===== config.mk =====
export PLATFORM = sky130hd
export DESIGN_NAME = tablero_color
export DESIGN_NICKNAME = d
export VERILOG_FILES = /design/src/rtl/tablero_color_pkg.sv /design/src/rtl/tablero_color_sync_flanco.sv /design/src/rtl/tablero_color.sv
export SDC_FILE = /design/constraint.sdc
export NUM_CORES = 1
export LEC_CHECK = 0
export CORE_MARGIN = 2
export CORE_UTILIZATION = 31
export DETAILED_ROUTE_END_ITERATION = 7
export GPL_ROUTABILITY_DRIVEN = 0
export GPL_TIMING_DRIVEN = 0
export RECOVER_POWER = 100
export SLEW_MARGIN = 20
export SYNTH_ARGS = -nofsm -noshare
export SYNTH_HDL_FRONTEND = slang
export SYNTH_SLANG_ARGS = --single-unit

===== constraint.sdc =====
create_clock -name clk -period 3.8 [get_ports clk]
set_input_delay 0.38 -clock clk [delete_from_list [all_inputs] [get_ports clk]]
set_output_delay 0.38 -clock clk [all_outputs]
set_load 0.01 [all_outputs]

===== src/rtl/tablero_color_pkg.sv =====
// Shared definitions for the 4x4 color board: widths, FSM encoding and the
// (row, col) -> cell index mapping also used by the display path.
package tablero_color_pkg;

    localparam int AW     = 4;
    localparam int DW     = 3;
    localparam int NCELLS = 16;

    localparam logic [0:0] ST_IDLE  = 1'b0;
    localparam logic [0:0] ST_CLEAR = 1'b1;

    // Column 0 is the leftmost column and row 0 the top row, so top-left is 15.
    function automatic logic [AW-1:0] cell_index(input logic [1:0] row,
                                                 input logic [1:0] col);
        int v;
        v = 15 - 4 * int'(col) - int'(row);
        return AW'(v);
    endfunction

endpackage


===== src/rtl/tablero_color_sync_flanco.sv =====
// Two-flop synchronizer for an asynchronous button, followed by a
// rising-edge detector against a third delayed flop.
module sync_flanco (
    input  logic clk_i,
    input  logic rst_ni,
    input  logic btn_i,
    output logic flanco_o
);

    logic s1_q, s2_q, s3_q;

    always_ff @(posedge clk_i or negedge rst_ni) begin
        if (!rst_ni) begin
            s1_q <= 1'b0;
            s2_q <= 1'b0;
            s3_q <= 1'b0;
        end else begin
            s1_q <= btn_i;
            s2_q <= s1_q;
            s3_q <= s2_q;
        end
    end

    assign flanco_o = s2_q & ~s3_q;

endmodule


===== src/rtl/tablero_color.sv =====
// 4x4 board of color indices: cursor/color editing from buttons, a 16-cycle
// clear sweep, a combinational display read port and a write mirror.
module tablero_color #(
    parameter int             AW           = tablero_color_pkg::AW,
    parameter int             DW           = tablero_color_pkg::DW,
    parameter logic [DW-1:0]  CLEAR_COLOR  = '0,
    parameter logic [DW-1:0]  CURSOR_COLOR = '1,
    parameter int             BLINK_W      = 24
) (
    input  logic          clk,
    input  logic          rst,
    input  logic          btn_up,
    input  logic          btn_down,
    input  logic          btn_left,
    input  logic          btn_right,
    input  logic          btn_color,
    input  logic          btn_clear,
    input  logic [AW-1:0] posicion,
    output logic [DW-1:0] dirColor,
    output logic [AW-1:0] cursor,
    output logic          busy,
    output logic          wr_en,
    output logic [AW-1:0] wr_addr,
    output logic [DW-1:0] wr_data,
    output logic [0:0]    state_dbg
);

    import tablero_color_pkg::*;

    localparam int NC = 1 << AW;

    // Handshake: none; wr_en is a one-cycle strobe, valid with wr_addr/wr_data.
    logic e_up, e_down, e_left, e_right, e_color, e_clear;

    sync_flanco u_sync_up    (.clk_i(clk), .rst_ni(rst), .btn_i(btn_up),    .flanco_o(e_up));
    sync_flanco u_sync_down  (.clk_i(clk), .rst_ni(rst), .btn_i(btn_down),  .flanco_o(e_down));
    sync_flanco u_sync_left  (.clk_i(clk), .rst_ni(rst), .btn_i(btn_left),  .flanco_o(e_left));
    sync_flanco u_sync_right (.clk_i(clk), .rst_ni(rst), .btn_i(btn_right), .flanco_o(e_right));
    sync_flanco u_sync_color (.clk_i(clk), .rst_ni(rst), .btn_i(btn_color), .flanco_o(e_color));
    sync_flanco u_sync_clear (.clk_i(clk), .rst_ni(rst), .btn_i(btn_clear), .flanco_o(e_clear));

    logic [0:0]         state_q, state_d;
    logic [AW-1:0]      sweep_q, sweep_d;
    logic [1:0]         row_q, row_d;
    logic [1:0]         col_q, col_d;
    logic [DW-1:0]      cell_q [NC];
    logic [BLINK_W-1:0] blink_q;
    logic               busy_q;
    logic               wr_en_q, wr_en_d;
    logic [AW-1:0]      wr_addr_q, wr_addr_d;
    logic [DW-1:0]      wr_data_q, wr_data_d;

    assign cursor = cell_index(row_q, col_q);

    always_comb begin
        state_d   = state_q;
        sweep_d   = sweep_q;
        row_d     = row_q;
        col_d     = col_q;
        wr_en_d   = 1'b0;
        wr_addr_d = wr_addr_q;
        wr_data_d = wr_data_q;
        if (state_q == ST_CLEAR) begin
            wr_en_d   = 1'b1;
            wr_addr_d = sweep_q;
            wr_data_d = CLEAR_COLOR;
            sweep_d   = sweep_q + 1'b1;
            if (sweep_q == AW'(NC - 1)) begin
                state_d = ST_IDLE;
            end
        end else begin
            // One action per cycle; lower-priority edges are simply lost.
            if (e_clear) begin
                state_d = ST_CLEAR;
                sweep_d = '0;
            end else if (e_color) begin
                wr_en_d   = 1'b1;
                wr_addr_d = cursor;
                wr_data_d = cell_q[cursor] + 1'b1;
            end else if (e_up) begin
                row_d = row_q - 2'd1;
            end else if (e_down) begin
                row_d = row_q + 2'd1;
            end else if (e_left) begin
                col_d = col_q - 2'd1;
            end else if (e_right) begin
                col_d = col_q + 2'd1;
            end
        end
    end

    always_ff @(posedge clk or negedge rst) begin
        if (!rst) begin
            state_q   <= ST_IDLE;
            sweep_q   <= '0;
            row_q     <= '0;
            col_q     <= '0;
            blink_q   <= '0;
            busy_q    <= 1'b0;
            wr_en_q   <= 1'b0;
            wr_addr_q <= '0;
            wr_data_q <= '0;
            for (int i = 0; i < NC; i++) begin
                cell_q[i] <= CLEAR_COLOR;
            end
        end else begin
            state_q   <= state_d;
            sweep_q   <= sweep_d;
            row_q     <= row_d;
            col_q     <= col_d;
            blink_q   <= blink_q + 1'b1;
            // busy trails the sweep state by one edge so it covers all 16 writes.
            busy_q    <= (state_q == ST_CLEAR);
            wr_en_q   <= wr_en_d;
            wr_addr_q <= wr_addr_d;
            wr_data_q <= wr_data_d;
            if (wr_en_d) begin
                cell_q[wr_addr_d] <= wr_data_d;
            end
        end
    end

    assign dirColor  = (posicion == cursor && blink_q[BLINK_W-1]) ? CURSOR_COLOR
                                                                  : cell_q[posicion];
    assign busy      = busy_q;
    assign wr_en     = wr_en_q;
    assign wr_addr   = wr_addr_q;
    assign wr_data   = wr_data_q;
    assign state_dbg = state_q;

endmodule

==> summary.md <==
| Metric | Value |
|---|---|
| Status | `complete, but fails checks` |
| Failing checks | `capacitance limit, slew limit` |
| Max clock buf depth | `2` |
| Initial core utilization | `31.53%` |
| Rel. slew slack | `-92.25%` |
| Setup violators final | `0` |
| Clock transition at the registers of the reported paths | `70 ps` |
| Port bufs | `28` |
| Crit-path max cell delay | `620 ps` |
| Comb pwr share | `32.2%` |
| P_int | `0.002352 W` |
| Vias post-DR | `3,335` |
| Leakage | `2.638 nW` |
| Wl on met1 | `5.061 mm` |
| Worst Slack Setup Final | `214.5 ps` |
| Drt initial violations | `234` |
| Total power | `0.003582 W` |
| P per Cell Area | `590.2 nW/um^2` |
| CTS tree | `built` |
| Critical Path Start Type | `primary input` |
| Pin count of the biggest net entering global routing | `61` |
| Period minus WS final | `3585 ps` |
| Critical path type | `in -> out` |
| Site row count | `47` |
| Final period utilization | `94.36%` |
| Placed Area | `5776 um^2` |
| Drt pass-1 iters | `4` |
| DRC viols | `0` |
| Htree depth | `3` |
| Final Skew | `9.264 ps` |
| GRT Total Usage | `13.63%` |
| HP Start | `u_sync_color.s1_q$_DFF_PN0_` |
| Reg power frac | `40.7%` |
| Total inserted antenna cells | `0` |
| Die area | `17,800 um^2` |
| Ys flop type | `dfrtp_1` |
| Yosys cell types | `42` |
| Final core occ | `36.85%` |
| Fraction of registers with async set/reset | `100.0%` |
| Peak VDD IR | `268.8 uV` |
| Met3 routed WL | `530 um` |
| Drt total wl | `11.29 mm` |
| Sequential fraction of the synthesis area | `52.06%` |
| R2R Path Start | `row_q[1]$_DFFE_PN0P_` |
| Switching Fraction | `34.34%` |
| Share of the synthesized area in the top cell type | `52.06%` |
| Arr. time, crit path | `3210 ps` |
| Synth area leaders | `dfrtp_1, mux4_2, mux2_2` |
| Synthesis-stage register bit count | `108` |
| Routed wire per std cell | `17.06 um` |
| First-pass GRT wire length | `18.77 mm` |
| Nets | `452` |
| Maxcap violations | `1` |
| Synth-to-Final Area Change | `16.90%` |
| CP max stage cell | `clkdlybuf4s50_1` |
| Critical-path cell list | `clkdlybuf4s50_1 -> clkbuf_2 -> mux4_2 -> mux4_2 -> or2_1 -> clkdlybuf4s50_1` |
| Part of the power in the clock network | `27.0%` |
| Via density | `5.038` |
| Max FO, Critical Path | `10` |
| Die Y | `133.4 um` |
| Max-slew violation count | `49` |
| Avg Synthesized Cell Area | `13.11 um^2` |
| Num CTS Buffers | `9` |
| Worst reg2reg path depth | `8` |
| Syn Inst Count | `396` |
| Post-CTS Setup Inserts | `0` |
| Final HPWL DP | `8.275 mm` |
| Worst Hold Depth | `0` |
| Placement Setup Slack | `212.0 ps` |
| Syn Nets | `411` |
| Switching power | `0.001230 W` |
| Sinks on the clock net | `108` |
| Synth area leader | `dfrtp_1` |
| Worst-Margin Slew | `2884 ps` |
| Critical path required time | `3420 ps` |
| Flop2flop setup slack | `300 ps` |
| Grt total ovfl | `0` |
| CORE AREA | `16,470 um^2` |
| HP Class | `reg -> reg` |
| Die X | `133.4 um` |
| Clock Latency Late Sink | `360 ps` |
| Yosys warns | `0` |
| Post_cts resized | `0` |
| Routed Antenna Nets | `0` |
| Fmax | `278.9 MHz` |
| I/O pins | `29` |
| R2R Path End | `cell_q[4]$_DFFE_PN0P_` |
| RSZ-0062 raised after global routing | `false` |
| Final Hold Vio Count | `0` |
| Hold endpoint | `u_sync_color.s2_q$_DFF_PN0_` |
| Highest routed layer | `met4` |
| Wire length on met2 | `5.600 mm` |
| Fill cell count | `1,620` |
| Number of synthesized flops with an enable pin | `0` |
| Hold-fix buffers, CTS | `1` |
| Antenna violations before repair | `0` |
| Mapped Area | `5191 um^2` |
| CP bufs+invs | `3` |
| Layout cells sized above 1 | `21.49%` |
| Root buf cell | `clkbuf_16` |
| CP delay by family, top | `buffers and inverters` |
| Post-route cell area | `6068 um^2` |
| Vias in the first global route | `3,416` |
| Nature of the critical path endpoint | `output port` |
## state kept, by name, indices dropped and copies added (netlist names), 2 cells and up
signal	flops
row_q	2
blink_q	24
col_q	2
sweep_q	4
wr_addr	4
wr_data	3
cell_q	48
## synth_stat cells, types with 7 or more instances
master	count
a21oi_1	9
clkbuf_1	7
dfrtp_1	108
inv_1	8
mux2_2	45
mux2i_1	10
mux4_2	25
nand2_1	24
nand2b_1	9
nand3_1	15
nor2_1	20
nor2b_1	7
nor4_1	8
o21ai_0	8
xnor2_1	26
xor2_1	11
## final cells by class
type | count | area, um^2 | area share (%)
inverters | 10 | 37.54 | 0.6186
clock buffers | 10 | 229.0 | 3.773
plain buffers | 16 | 73.82 | 1.216
clock inverters | 6 | 78.83 | 1.299
well taps | 220 | 275.3 | 4.536
repair buffers | 30 | 311.5 | 5.134
flip-flops and latches | 108 | 2703 | 44.54
multi-input cells | 262 | 2360 | 38.89
## through the flow
| step | hold WS, ps | setup TNS (ps) | instances |
|---|---|---|---|
| after global placement | 335.0 | -182890 | 644 |
| after global routing | 368.9 | 0 | 662 |
| final | 351.6 | 0 | 662 |
| after floorplan | 84.41 | 0 | 396 |
| after detailed placement | 334.7 | 0 | 645 |
| after CTS | 352.8 | 0 | 662 |
## how the worst max path moves through the flow
stage                              to            startpoint  slack, ps  cells past startpoint
2_1_floorplan   cell_q[5]$_DFFE_PN0P_  row_q[0]$_DFFE_PN0P_       1100                      8
3_3_place_gp   sweep_q[2]$_DFFE_PN0P_                   rst      -1700                      1
3_5_place_dp              dirColor[1]           posicion[0]        210                      6
4_1_cts                   dirColor[0]           posicion[0]        190                      6
5_1_grt                   dirColor[0]           posicion[0]         50                      6
6_report                  dirColor[1]           posicion[0]        210                      6
## cells by family after synthesis
family,synth area share [%]
DFF,52.06
and+or+nand+nor,9.352
muxes,24.13
AOI/OAI and AO/OA,5.206
xor gates and xnor gates,6.242
buffers and inverters,2.290
adders and majority gates,0.7231
## power groups by stage
stage               registers, W  clock network (W)  logic (W)
floorplan                0.00144                  0   0.000784
global placement         0.00147                  0    0.00116
detailed placement       0.00148                  0    0.00118
CTS                      0.00146           0.000999    0.00118
global route             0.00149            0.00106    0.00125
finish                   0.00146           0.000968    0.00115
## routing by layer
layer	GRT usage, %	vias to the layer above
li1	-	1520
met2	22.45	77
met5	0	-
met3	3.995	6
met1	17.85	1732
met4	3.191	0
## cells in the final DEF (no fill, tap or decap), types with 2 or more instances in the layout
cell type	instances
o31ai_1	5
inv_1	9
and2_0	2
xor2_1	11
dlygate4sd3_1	19
mux2_1	5
buf_2	2
nand2b_1	9
mux4_2	25
a211oi_1	5
ha_1	3
clkbuf_16	9
mux2_2	45
clkdlybuf4s50_1	9
nor2b_1	7
nand4_1	3
mux2i_1	10
nand3_1	15
clkbuf_2	3
o21ai_0	9
inv_8	2
nor4_1	8
o31a_1	2
xnor2_1	26
clkbuf_1	11
inv_6	2
dfrtp_1	108
and3_1	4
a21oi_1	9
nand2_1	24
nor2_1	20
or2_1	2
Note: power is estimated with default switching activity, not from simulation.
